### src/rtl/commit_trace_buffer_if.sv
// Commit-trace bus between the core-side producer, the trace buffer and the
// checker. The master side drives commits and the ready; the slave side (the
// buffer) drives the head record and its valid.
interface commit_trace_buffer_if;
    logic        in_valid;
    logic [31:0] in_inst;
    logic [31:0] in_pc;
    logic [31:0] in_next_pc;
    logic        in_mem_rvalid;
    logic [31:0] in_mem_raddr;
    logic [6:0]  in_mem_rwidth;
    logic [31:0] in_mem_rdata;
    logic        in_mem_wvalid;
    logic [31:0] in_mem_waddr;
    logic [6:0]  in_mem_wwidth;
    logic [31:0] in_mem_wdata;
    logic        in_evt_valid;
    logic [31:0] in_evt_cause;

    logic        out_valid;
    logic        out_ready;
    logic [31:0] out_inst;
    logic [31:0] out_pc;
    logic [31:0] out_next_pc;
    logic        out_mem_rvalid;
    logic [31:0] out_mem_raddr;
    logic [6:0]  out_mem_rwidth;
    logic [31:0] out_mem_rdata;
    logic        out_mem_wvalid;
    logic [31:0] out_mem_waddr;
    logic [6:0]  out_mem_wwidth;
    logic [31:0] out_mem_wdata;
    logic        out_evt_valid;
    logic [31:0] out_evt_cause;

    modport master (
        output in_valid, in_inst, in_pc, in_next_pc,
               in_mem_rvalid, in_mem_raddr, in_mem_rwidth, in_mem_rdata,
               in_mem_wvalid, in_mem_waddr, in_mem_wwidth, in_mem_wdata,
               in_evt_valid, in_evt_cause, out_ready,
        input  out_valid, out_inst, out_pc, out_next_pc,
               out_mem_rvalid, out_mem_raddr, out_mem_rwidth, out_mem_rdata,
               out_mem_wvalid, out_mem_waddr, out_mem_wwidth, out_mem_wdata,
               out_evt_valid, out_evt_cause
    );

    modport slave (
        input  in_valid, in_inst, in_pc, in_next_pc,
               in_mem_rvalid, in_mem_raddr, in_mem_rwidth, in_mem_rdata,
               in_mem_wvalid, in_mem_waddr, in_mem_wwidth, in_mem_wdata,
               in_evt_valid, in_evt_cause, out_ready,
        output out_valid, out_inst, out_pc, out_next_pc,
               out_mem_rvalid, out_mem_raddr, out_mem_rwidth, out_mem_rdata,
               out_mem_wvalid, out_mem_waddr, out_mem_wwidth, out_mem_wdata,
               out_evt_valid, out_evt_cause
    );
endinterface

### src/rtl/commit_trace_buffer.sv
// Commit trace buffer: captures one commit record per cycle from a core that
// cannot stall, and replays them to the checker over valid/ready. Records that
// arrive while full are dropped, flagged sticky and counted (saturating).
// Optional feature macro COMMIT_TRACE_SEQCHK_EN adds a per-record sequence
// number (out_seq) and a sticky PC-discontinuity flag (pc_break).
module commit_trace_buffer #(
    parameter int DEPTH = 4,
    parameter int CNT_W = 8
) (
    input  logic                     clock,
    input  logic                     reset,
    commit_trace_buffer_if.slave     bus,
    output logic [$clog2(DEPTH):0]   level,
    output logic                     overflow,
    output logic [CNT_W-1:0]         drop_cnt
`ifdef COMMIT_TRACE_SEQCHK_EN
    ,
    output logic [31:0]              out_seq,
    output logic                     pc_break
`endif
);
    localparam int PTR_W = $clog2(DEPTH);
    localparam int LVL_W = PTR_W + 1;
    localparam logic [LVL_W-1:0] FULL_LVL = LVL_W'(DEPTH);

    typedef struct packed {
        logic [31:0] inst;
        logic [31:0] pc;
        logic [31:0] next_pc;
        logic        mem_rvalid;
        logic [31:0] mem_raddr;
        logic [6:0]  mem_rwidth;
        logic [31:0] mem_rdata;
        logic        mem_wvalid;
        logic [31:0] mem_waddr;
        logic [6:0]  mem_wwidth;
        logic [31:0] mem_wdata;
        logic        evt_valid;
        logic [31:0] evt_cause;
`ifdef COMMIT_TRACE_SEQCHK_EN
        logic [31:0] seq;
`endif
    } rec_t;

    rec_t             mem [DEPTH];
    rec_t             in_rec;
    rec_t             head_rec;
    rec_t             head_nxt;
    logic [PTR_W-1:0] head;
    logic [PTR_W-1:0] tail;
    logic [PTR_W-1:0] head_adv;
    logic [LVL_W-1:0] level_nxt;
    logic             push;
    logic             pop;
    logic             drop;
`ifdef COMMIT_TRACE_SEQCHK_EN
    logic [31:0]      seq_cnt;
    logic [31:0]      last_next_pc;
    logic             seen;
`endif

    function automatic logic [CNT_W-1:0] sat_inc(input logic [CNT_W-1:0] v);
        return (&v) ? v : v + CNT_W'(1);
    endfunction

    // Pack the incoming commit fields into one storage record
    always_comb begin
        in_rec            = '0;
        in_rec.inst       = bus.in_inst;
        in_rec.pc         = bus.in_pc;
        in_rec.next_pc    = bus.in_next_pc;
        in_rec.mem_rvalid = bus.in_mem_rvalid;
        in_rec.mem_raddr  = bus.in_mem_raddr;
        in_rec.mem_rwidth = bus.in_mem_rwidth;
        in_rec.mem_rdata  = bus.in_mem_rdata;
        in_rec.mem_wvalid = bus.in_mem_wvalid;
        in_rec.mem_waddr  = bus.in_mem_waddr;
        in_rec.mem_wwidth = bus.in_mem_wwidth;
        in_rec.mem_wdata  = bus.in_mem_wdata;
        in_rec.evt_valid  = bus.in_evt_valid;
        in_rec.evt_cause  = bus.in_evt_cause;
`ifdef COMMIT_TRACE_SEQCHK_EN
        in_rec.seq        = seq_cnt;
`endif
    end

    // Decode push/pop/drop and pick the record the output register loads next;
    // a push into the slot that becomes head forwards the incoming record
    always_comb begin
        pop       = (level != '0) && bus.out_ready;
        push      = bus.in_valid && ((level != FULL_LVL) || pop);
        drop      = bus.in_valid && (level == FULL_LVL) && !pop;
        head_adv  = pop ? head + PTR_W'(1) : head;
        level_nxt = level;
        if (push && !pop) begin
            level_nxt = level + LVL_W'(1);
        end else if (pop && !push) begin
            level_nxt = level - LVL_W'(1);
        end
        if (level_nxt == '0) begin
            head_nxt = '0;
        end else if (push && (tail == head_adv)) begin
            head_nxt = in_rec;
        end else begin
            head_nxt = mem[head_adv];
        end
    end

    // Pointers, occupancy, drop bookkeeping and the registered head record
    always_ff @(posedge clock or negedge reset) begin
        if (!reset) begin
            head     <= '0;
            tail     <= '0;
            level    <= '0;
            overflow <= 1'b0;
            drop_cnt <= '0;
            head_rec <= '0;
        end else begin
            head     <= head_adv;
            level    <= level_nxt;
            head_rec <= head_nxt;
            if (push) begin
                tail <= tail + PTR_W'(1);
            end
            if (drop) begin
                overflow <= 1'b1;
                drop_cnt <= sat_inc(drop_cnt);
            end
        end
    end

    // Record storage is not reset; empty slots are never presented
    always_ff @(posedge clock) begin
        if (push) begin
            mem[tail] <= in_rec;
        end
    end

`ifdef COMMIT_TRACE_SEQCHK_EN
    // Sequence numbering and PC continuity track every commit, dropped or not
    always_ff @(posedge clock or negedge reset) begin
        if (!reset) begin
            seq_cnt      <= '0;
            last_next_pc <= '0;
            seen         <= 1'b0;
            pc_break     <= 1'b0;
        end else if (bus.in_valid) begin
            seq_cnt      <= seq_cnt + 32'd1;
            last_next_pc <= bus.in_next_pc;
            seen         <= 1'b1;
            if (push && seen && (bus.in_pc != last_next_pc)) begin
                pc_break <= 1'b1;
            end
        end
    end

    assign out_seq = head_rec.seq;
`endif

    assign bus.out_valid      = (level != '0);
    assign bus.out_inst       = head_rec.inst;
    assign bus.out_pc         = head_rec.pc;
    assign bus.out_next_pc    = head_rec.next_pc;
    assign bus.out_mem_rvalid = head_rec.mem_rvalid;
    assign bus.out_mem_raddr  = head_rec.mem_raddr;
    assign bus.out_mem_rwidth = head_rec.mem_rwidth;
    assign bus.out_mem_rdata  = head_rec.mem_rdata;
    assign bus.out_mem_wvalid = head_rec.mem_wvalid;
    assign bus.out_mem_waddr  = head_rec.mem_waddr;
    assign bus.out_mem_wwidth = head_rec.mem_wwidth;
    assign bus.out_mem_wdata  = head_rec.mem_wdata;
    assign bus.out_evt_valid  = head_rec.evt_valid;
    assign bus.out_evt_cause  = head_rec.evt_cause;
endmodule

### src/flat_wrapper.sv
// flat-port wrapper written by rule: the top's interface ports become plain ports
module commit_trace_buffer_flat 
#(
    parameter int DEPTH = 4,
    parameter int CNT_W = 8
)
  (clock, reset, level, overflow, drop_cnt, bus_in_valid, bus_in_inst, bus_in_pc, bus_in_next_pc, bus_in_mem_rvalid, bus_in_mem_raddr, bus_in_mem_rwidth, bus_in_mem_rdata, bus_in_mem_wvalid, bus_in_mem_waddr, bus_in_mem_wwidth, bus_in_mem_wdata, bus_in_evt_valid, bus_in_evt_cause, bus_out_ready, bus_out_valid, bus_out_inst, bus_out_pc, bus_out_next_pc, bus_out_mem_rvalid, bus_out_mem_raddr, bus_out_mem_rwidth, bus_out_mem_rdata, bus_out_mem_wvalid, bus_out_mem_waddr, bus_out_mem_wwidth, bus_out_mem_wdata, bus_out_evt_valid, bus_out_evt_cause);
  commit_trace_buffer_if bus_i ();
  input  logic clock;
  input  logic reset;
  output logic [$clog2(DEPTH):0] level;
  output logic overflow;
  output logic [CNT_W-1:0] drop_cnt;
  input wire logic [$bits(bus_i.in_valid)-1:0] bus_in_valid;
  input wire logic [$bits(bus_i.in_inst)-1:0] bus_in_inst;
  input wire logic [$bits(bus_i.in_pc)-1:0] bus_in_pc;
  input wire logic [$bits(bus_i.in_next_pc)-1:0] bus_in_next_pc;
  input wire logic [$bits(bus_i.in_mem_rvalid)-1:0] bus_in_mem_rvalid;
  input wire logic [$bits(bus_i.in_mem_raddr)-1:0] bus_in_mem_raddr;
  input wire logic [$bits(bus_i.in_mem_rwidth)-1:0] bus_in_mem_rwidth;
  input wire logic [$bits(bus_i.in_mem_rdata)-1:0] bus_in_mem_rdata;
  input wire logic [$bits(bus_i.in_mem_wvalid)-1:0] bus_in_mem_wvalid;
  input wire logic [$bits(bus_i.in_mem_waddr)-1:0] bus_in_mem_waddr;
  input wire logic [$bits(bus_i.in_mem_wwidth)-1:0] bus_in_mem_wwidth;
  input wire logic [$bits(bus_i.in_mem_wdata)-1:0] bus_in_mem_wdata;
  input wire logic [$bits(bus_i.in_evt_valid)-1:0] bus_in_evt_valid;
  input wire logic [$bits(bus_i.in_evt_cause)-1:0] bus_in_evt_cause;
  input wire logic [$bits(bus_i.out_ready)-1:0] bus_out_ready;
  output wire logic [$bits(bus_i.out_valid)-1:0] bus_out_valid;
  output wire logic [$bits(bus_i.out_inst)-1:0] bus_out_inst;
  output wire logic [$bits(bus_i.out_pc)-1:0] bus_out_pc;
  output wire logic [$bits(bus_i.out_next_pc)-1:0] bus_out_next_pc;
  output wire logic [$bits(bus_i.out_mem_rvalid)-1:0] bus_out_mem_rvalid;
  output wire logic [$bits(bus_i.out_mem_raddr)-1:0] bus_out_mem_raddr;
  output wire logic [$bits(bus_i.out_mem_rwidth)-1:0] bus_out_mem_rwidth;
  output wire logic [$bits(bus_i.out_mem_rdata)-1:0] bus_out_mem_rdata;
  output wire logic [$bits(bus_i.out_mem_wvalid)-1:0] bus_out_mem_wvalid;
  output wire logic [$bits(bus_i.out_mem_waddr)-1:0] bus_out_mem_waddr;
  output wire logic [$bits(bus_i.out_mem_wwidth)-1:0] bus_out_mem_wwidth;
  output wire logic [$bits(bus_i.out_mem_wdata)-1:0] bus_out_mem_wdata;
  output wire logic [$bits(bus_i.out_evt_valid)-1:0] bus_out_evt_valid;
  output wire logic [$bits(bus_i.out_evt_cause)-1:0] bus_out_evt_cause;
  assign bus_i.in_valid = bus_in_valid;
  assign bus_i.in_inst = bus_in_inst;
  assign bus_i.in_pc = bus_in_pc;
  assign bus_i.in_next_pc = bus_in_next_pc;
  assign bus_i.in_mem_rvalid = bus_in_mem_rvalid;
  assign bus_i.in_mem_raddr = bus_in_mem_raddr;
  assign bus_i.in_mem_rwidth = bus_in_mem_rwidth;
  assign bus_i.in_mem_rdata = bus_in_mem_rdata;
  assign bus_i.in_mem_wvalid = bus_in_mem_wvalid;
  assign bus_i.in_mem_waddr = bus_in_mem_waddr;
  assign bus_i.in_mem_wwidth = bus_in_mem_wwidth;
  assign bus_i.in_mem_wdata = bus_in_mem_wdata;
  assign bus_i.in_evt_valid = bus_in_evt_valid;
  assign bus_i.in_evt_cause = bus_in_evt_cause;
  assign bus_i.out_ready = bus_out_ready;
  assign bus_out_valid = bus_i.out_valid;
  assign bus_out_inst = bus_i.out_inst;
  assign bus_out_pc = bus_i.out_pc;
  assign bus_out_next_pc = bus_i.out_next_pc;
  assign bus_out_mem_rvalid = bus_i.out_mem_rvalid;
  assign bus_out_mem_raddr = bus_i.out_mem_raddr;
  assign bus_out_mem_rwidth = bus_i.out_mem_rwidth;
  assign bus_out_mem_rdata = bus_i.out_mem_rdata;
  assign bus_out_mem_wvalid = bus_i.out_mem_wvalid;
  assign bus_out_mem_waddr = bus_i.out_mem_waddr;
  assign bus_out_mem_wwidth = bus_i.out_mem_wwidth;
  assign bus_out_mem_wdata = bus_i.out_mem_wdata;
  assign bus_out_evt_valid = bus_i.out_evt_valid;
  assign bus_out_evt_cause = bus_i.out_evt_cause;
  commit_trace_buffer #(.DEPTH(DEPTH), .CNT_W(CNT_W)) u_core (.clock(clock), .reset(reset), .bus(bus_i), .level(level), .overflow(overflow), .drop_cnt(drop_cnt));
endmodule
### config.mk
export PLATFORM = sky130hd
export DESIGN_NAME = commit_trace_buffer_flat
export DESIGN_NICKNAME = d
export VERILOG_FILES = /design/src/rtl/commit_trace_buffer_if.sv /design/src/rtl/commit_trace_buffer.sv /design/src/flat_wrapper.sv
export SDC_FILE = /design/constraint.sdc
export NUM_CORES = 2
export LEC_CHECK = 0
export ABC_AREA = 0
export CAP_MARGIN = 20
export CELL_PAD_IN_SITES_DETAIL_PLACEMENT = 0
export CELL_PAD_IN_SITES_GLOBAL_PLACEMENT = 2
export CORE_MARGIN = 1
export CORE_UTILIZATION = 45
export DETAILED_ROUTE_END_ITERATION = 8
export PLACE_DENSITY_LB_ADDON = 0.3
export SLEW_MARGIN = 20
export SYNTH_ARGS = -nofsm -noshare
export SYNTH_HDL_FRONTEND = slang
export SYNTH_SLANG_ARGS = --single-unit
### constraint.sdc
create_clock -name clock -period 13 [get_ports clock]
set_clock_uncertainty 0.1 [all_clocks]
set_input_delay 2.6 -clock clock [delete_from_list [all_inputs] [get_ports clock]]
set_output_delay 2.6 -clock clock [all_outputs]
set_load 0.01 [all_outputs]
==> flow_summary_export.csv <==
group,metric,value,unit
run_status,status,"completed",
floorplan,die_w,377,um
timing,fin_ws,6290,ps
timing,tightestPinTransition,1310,ps
power_and_ir_drop,seqPwrFrac,34.5,%
routing,drt_wl_total,188000,um
clocking,cts_buffers,153,
clocking,cts_max_level,4,
setup_path,worstSetupPathType,"in2reg",
synthesis,synth_flop_cell,"edfxtp_1",
power_and_ir_drop,power_frac_clock,22.8,%
layout,final_cell_mix,"1092 x edfxtp_1, 561 x clkdlybuf4s50_1, 547 x and3_1",
layout,final_common_cell,"edfxtp_1",
timing,fin_crit,6710,ps
routing,ant_nets,0,
global_routing,grt_pass1_wl,277000,um
clocking,cts_resized,0,
clocking,cts_setup_buffers,0,
routing,first_iter_violations,3501,
power_and_ir_drop,p_int,12.1,mW
power_and_ir_drop,switchingPower,6.89,mW
power_and_ir_drop,max-vdd-ir-drop,0.225,mV
layout,nets,4990,
floorplan,start_util,45.3,%
synthesis,syn_nets,4729,
layout,finish.utilization,53.6,%
timing,finalSetupViolCount,0,
timing,timing.final.crit_share,51.6,%
floorplan,die_y,377,um
setup_path,required,13490,ps
setup_path,end_kind,"flop",
power_and_ir_drop,power.leakage,26.4,nW
power_and_ir_drop,comb_power_share,42.7,%
floorplan,coreArea,0.139,mm2
clocking,cts_tree,"yes",
timing,hold_viol_final,0,
routing,drtPass1Iterations,5,
floorplan,ios,563,
synthesis,synth-edff-count,1092,
routing,wire_per_inst,28.0,um
synthesis,async_reset_ff_share,20.9,%
setup_path,cp_cell_sequence,"clkdlybuf4s50_1 > nor2b_1 > nand2_1 > nand2_4 > a21o_4 > buf_12 > buf_4 > a311oi_2",
clocking,clock_sinks,1381,
setup_path,arrival,7200,ps
synthesis,synth_seq_cells,1381,
synthesis,synth_cell_types,44,
synthesis,ys_seq_area_share,63.4,%
place,pre_cts_ws,5530,ps
layout,fillCellCount,11500,
routing,dr_total_vias,43100,
synthesis,syn_area,0.0631,mm2
timing,max_freq,149,MHz
clocking,hold_buffers,0,
place,gp_congestion,0.758,
place,placed_cells,6425,
timing,slew_viol_final,0,
layout,instances_no_fill,6728,
setup_path,r2r_slack,8170,ps
synthesis,avgSynthCellArea,14.2,um2
global_routing,grt_pass1_vias,42700,
min_path,hold_class,"reg2reg",
synthesis,yosysWarningCount,0,
timing,setup_tns,0,ps
timing,slew_headroom,12.9,%
place,dpl.hpwl,93000,um
setup_path,startpoint_type,"primary input",
power_and_ir_drop,p_total,18.9,mW
setup_path,crit_slowest_cell,"a21o_4",
clocking,cts.path.max_buffers,3,
global_routing,grtUsageTotal,25.8,%
floorplan,die-area,0.142,mm2
routing,drc,0,
global_routing,grt_max_degree,251,
layout,final_layout_size_suffix_gt1_share,16.6,%
power_and_ir_drop,power_density,253,mW/mm2
global_routing,antenna_found_initial,45,
layout,syn2layout_area_growth,18.4,%
layout,multi_input_area,0.0209,mm2
setup_path,path_max_fanout,107,
flow_run,max_cap_violations,0,
routing,via_per_inst,6.41,
clocking,root_buffer,"clkbuf_16",
clocking,clk_latency,770,ps
layout,register_area,0.0400,mm2
clocking,clk_pin_slew,60,ps
timing,rsz0062_at_grt,"no",
global_routing,gr-total-overflow,0,
power_and_ir_drop,switching_share,36.4,%
synthesis,syn_inst,4444,
place,io_buffers,562,
floorplan,row_count,137,
setup_path,crit_path_max_incr_delay,840,ps
[stage by stage]
stage / hold WS (ps) / area, um2
finish: 372 / 74800
global route: 405 / 74800
CTS: 373 / 74700
detailed placement: 355 / 69700
global placement: 342 / 69600
floorplan: 393 / 63100
[kinds of logic (layout without fill, tap and decap cells)]
logic type | Yosys count | count (layout) | synth area share [%]
AOI/OAI and AO/OA | 1654 | 1654 | 21.9
DFF | 1381 | 1381 | 63.4
other | 0 | 17 | 0
buffers and inverters | 529 | 920 | 3.64
muxes | 276 | 276 | 4.92
xor gates and xnor gates | 13 | 13 | 0.180
and+or+nand+nor | 583 | 583 | 5.76
adders and majority gates | 8 | 8 | 0.159
[power by group through the flow]
stage | logic (mW) | registers (mW) | clock network (mW)
global placement | 8.03 | 6.58 | 0
floorplan | 5.13 | 6.85 | 0
finish | 8.10 | 6.53 | 4.32
detailed placement | 8.09 | 6.61 | 0
global route | 8.63 | 6.62 | 4.55
CTS | 8.11 | 6.53 | 4.40
[Yosys cell counts (4+ instances only)]
master | n | area share, %
a211oi_1 | 274 | 3.3
a221o_1 | 273 | 4.3
a22o_1 | 273 | 3.8
a311oi_1 | 43 | 0.60
a311oi_2 | 230 | 5.5
and3_1 | 551 | 5.5
buf_1 | 35 | 0.21
buf_2 | 59 | 0.47
buf_4 | 4 | 0.048
buf_6 | 30 | 0.54
clkbuf_1 | 394 | 2.3
dfrtp_1 | 289 | 11
edfxtp_1 | 1092 | 52
ha_1 | 8 | 0.16
inv_1 | 6 | 0.036
mux2_2 | 275 | 4.9
nand2_1 | 7 | 0.042
nor2_1 | 4 | 0.024
o21ai_0 | 527 | 4.2
o21ai_1 | 22 | 0.17
xnor2_1 | 9 | 0.12
xor2_1 | 4 | 0.055
[layout make-up]
type / instances / area share, %
Clock inverter: 65 / 0.820
Sequential cell: 1381 / 53.6
Inverter: 7 / 0.0452
Antenna cell: 17 / 0.0569
Timing Repair Buffer: 628 / 8.55
Clock buffer: 220 / 5.89
Multi-Input combinational cell: 2534 / 28.0
Tap cell: 1876 / 3.14
[registers in the layout, summed over array words and instances (netlist names)]
signal / flops
u_core.bus.out_evt_cause: 32
u_core.bus.out_evt_valid: 1
u_core.bus.out_inst: 32
u_core.bus.out_mem_raddr: 32
u_core.bus.out_mem_rdata: 32
u_core.bus.out_mem_rvalid: 1
u_core.bus.out_mem_rwidth: 7
u_core.bus.out_mem_waddr: 32
u_core.bus.out_mem_wdata: 32
u_core.bus.out_mem_wvalid: 1
u_core.bus.out_mem_wwidth: 7
u_core.bus.out_next_pc: 32
u_core.bus.out_pc: 32
u_core.drop_cnt: 8
u_core.head: 2
u_core.level: 3
u_core.mem: 1092
u_core.overflow: 1
u_core.tail: 2
[critical path, delay by kind of cell]
family | cells | cell delay (ps)
buffers and inverters | 3 | 2020
AND/OR/NAND/NOR | 3 | 1270
AO/OA/AOI/OAI | 2 | 1050
[worst paths after layout]
path / endpoint / startpoint / cells past startpoint
max: u_core.bus.out_evt_cause[7]$_DFF_PN0_ / bus_out_ready / 8
min: u_core.overflow$_DFFE_PN0P_ / u_core.overflow$_DFFE_PN0P_ / 1
max reg2reg: u_core.bus.out_mem_waddr[3]$_DFF_PN0_ / u_core.level[1]$_DFF_PN0_ / 9
min reg2reg: u_core.overflow$_DFFE_PN0P_ / u_core.overflow$_DFFE_PN0P_ / 1
max in group asynchronous: u_core.bus.out_pc[7]$_DFF_PN0_ / reset / 3
min in group asynchronous: u_core.bus.out_mem_wdata[5]$_DFF_PN0_ / reset / 1
[per-layer routing]
metal  vias to the layer above  share of wire, %  track usage (%)
met2                      1593                48             41.6
met3                       330               7.6             6.36
met4                        52               2.7             9.40
li1                      18800                 -                -
met1                     22300                41             33.9
met5                         -              0.17                0
Note: power is estimated with default switching activity, not from simulation.
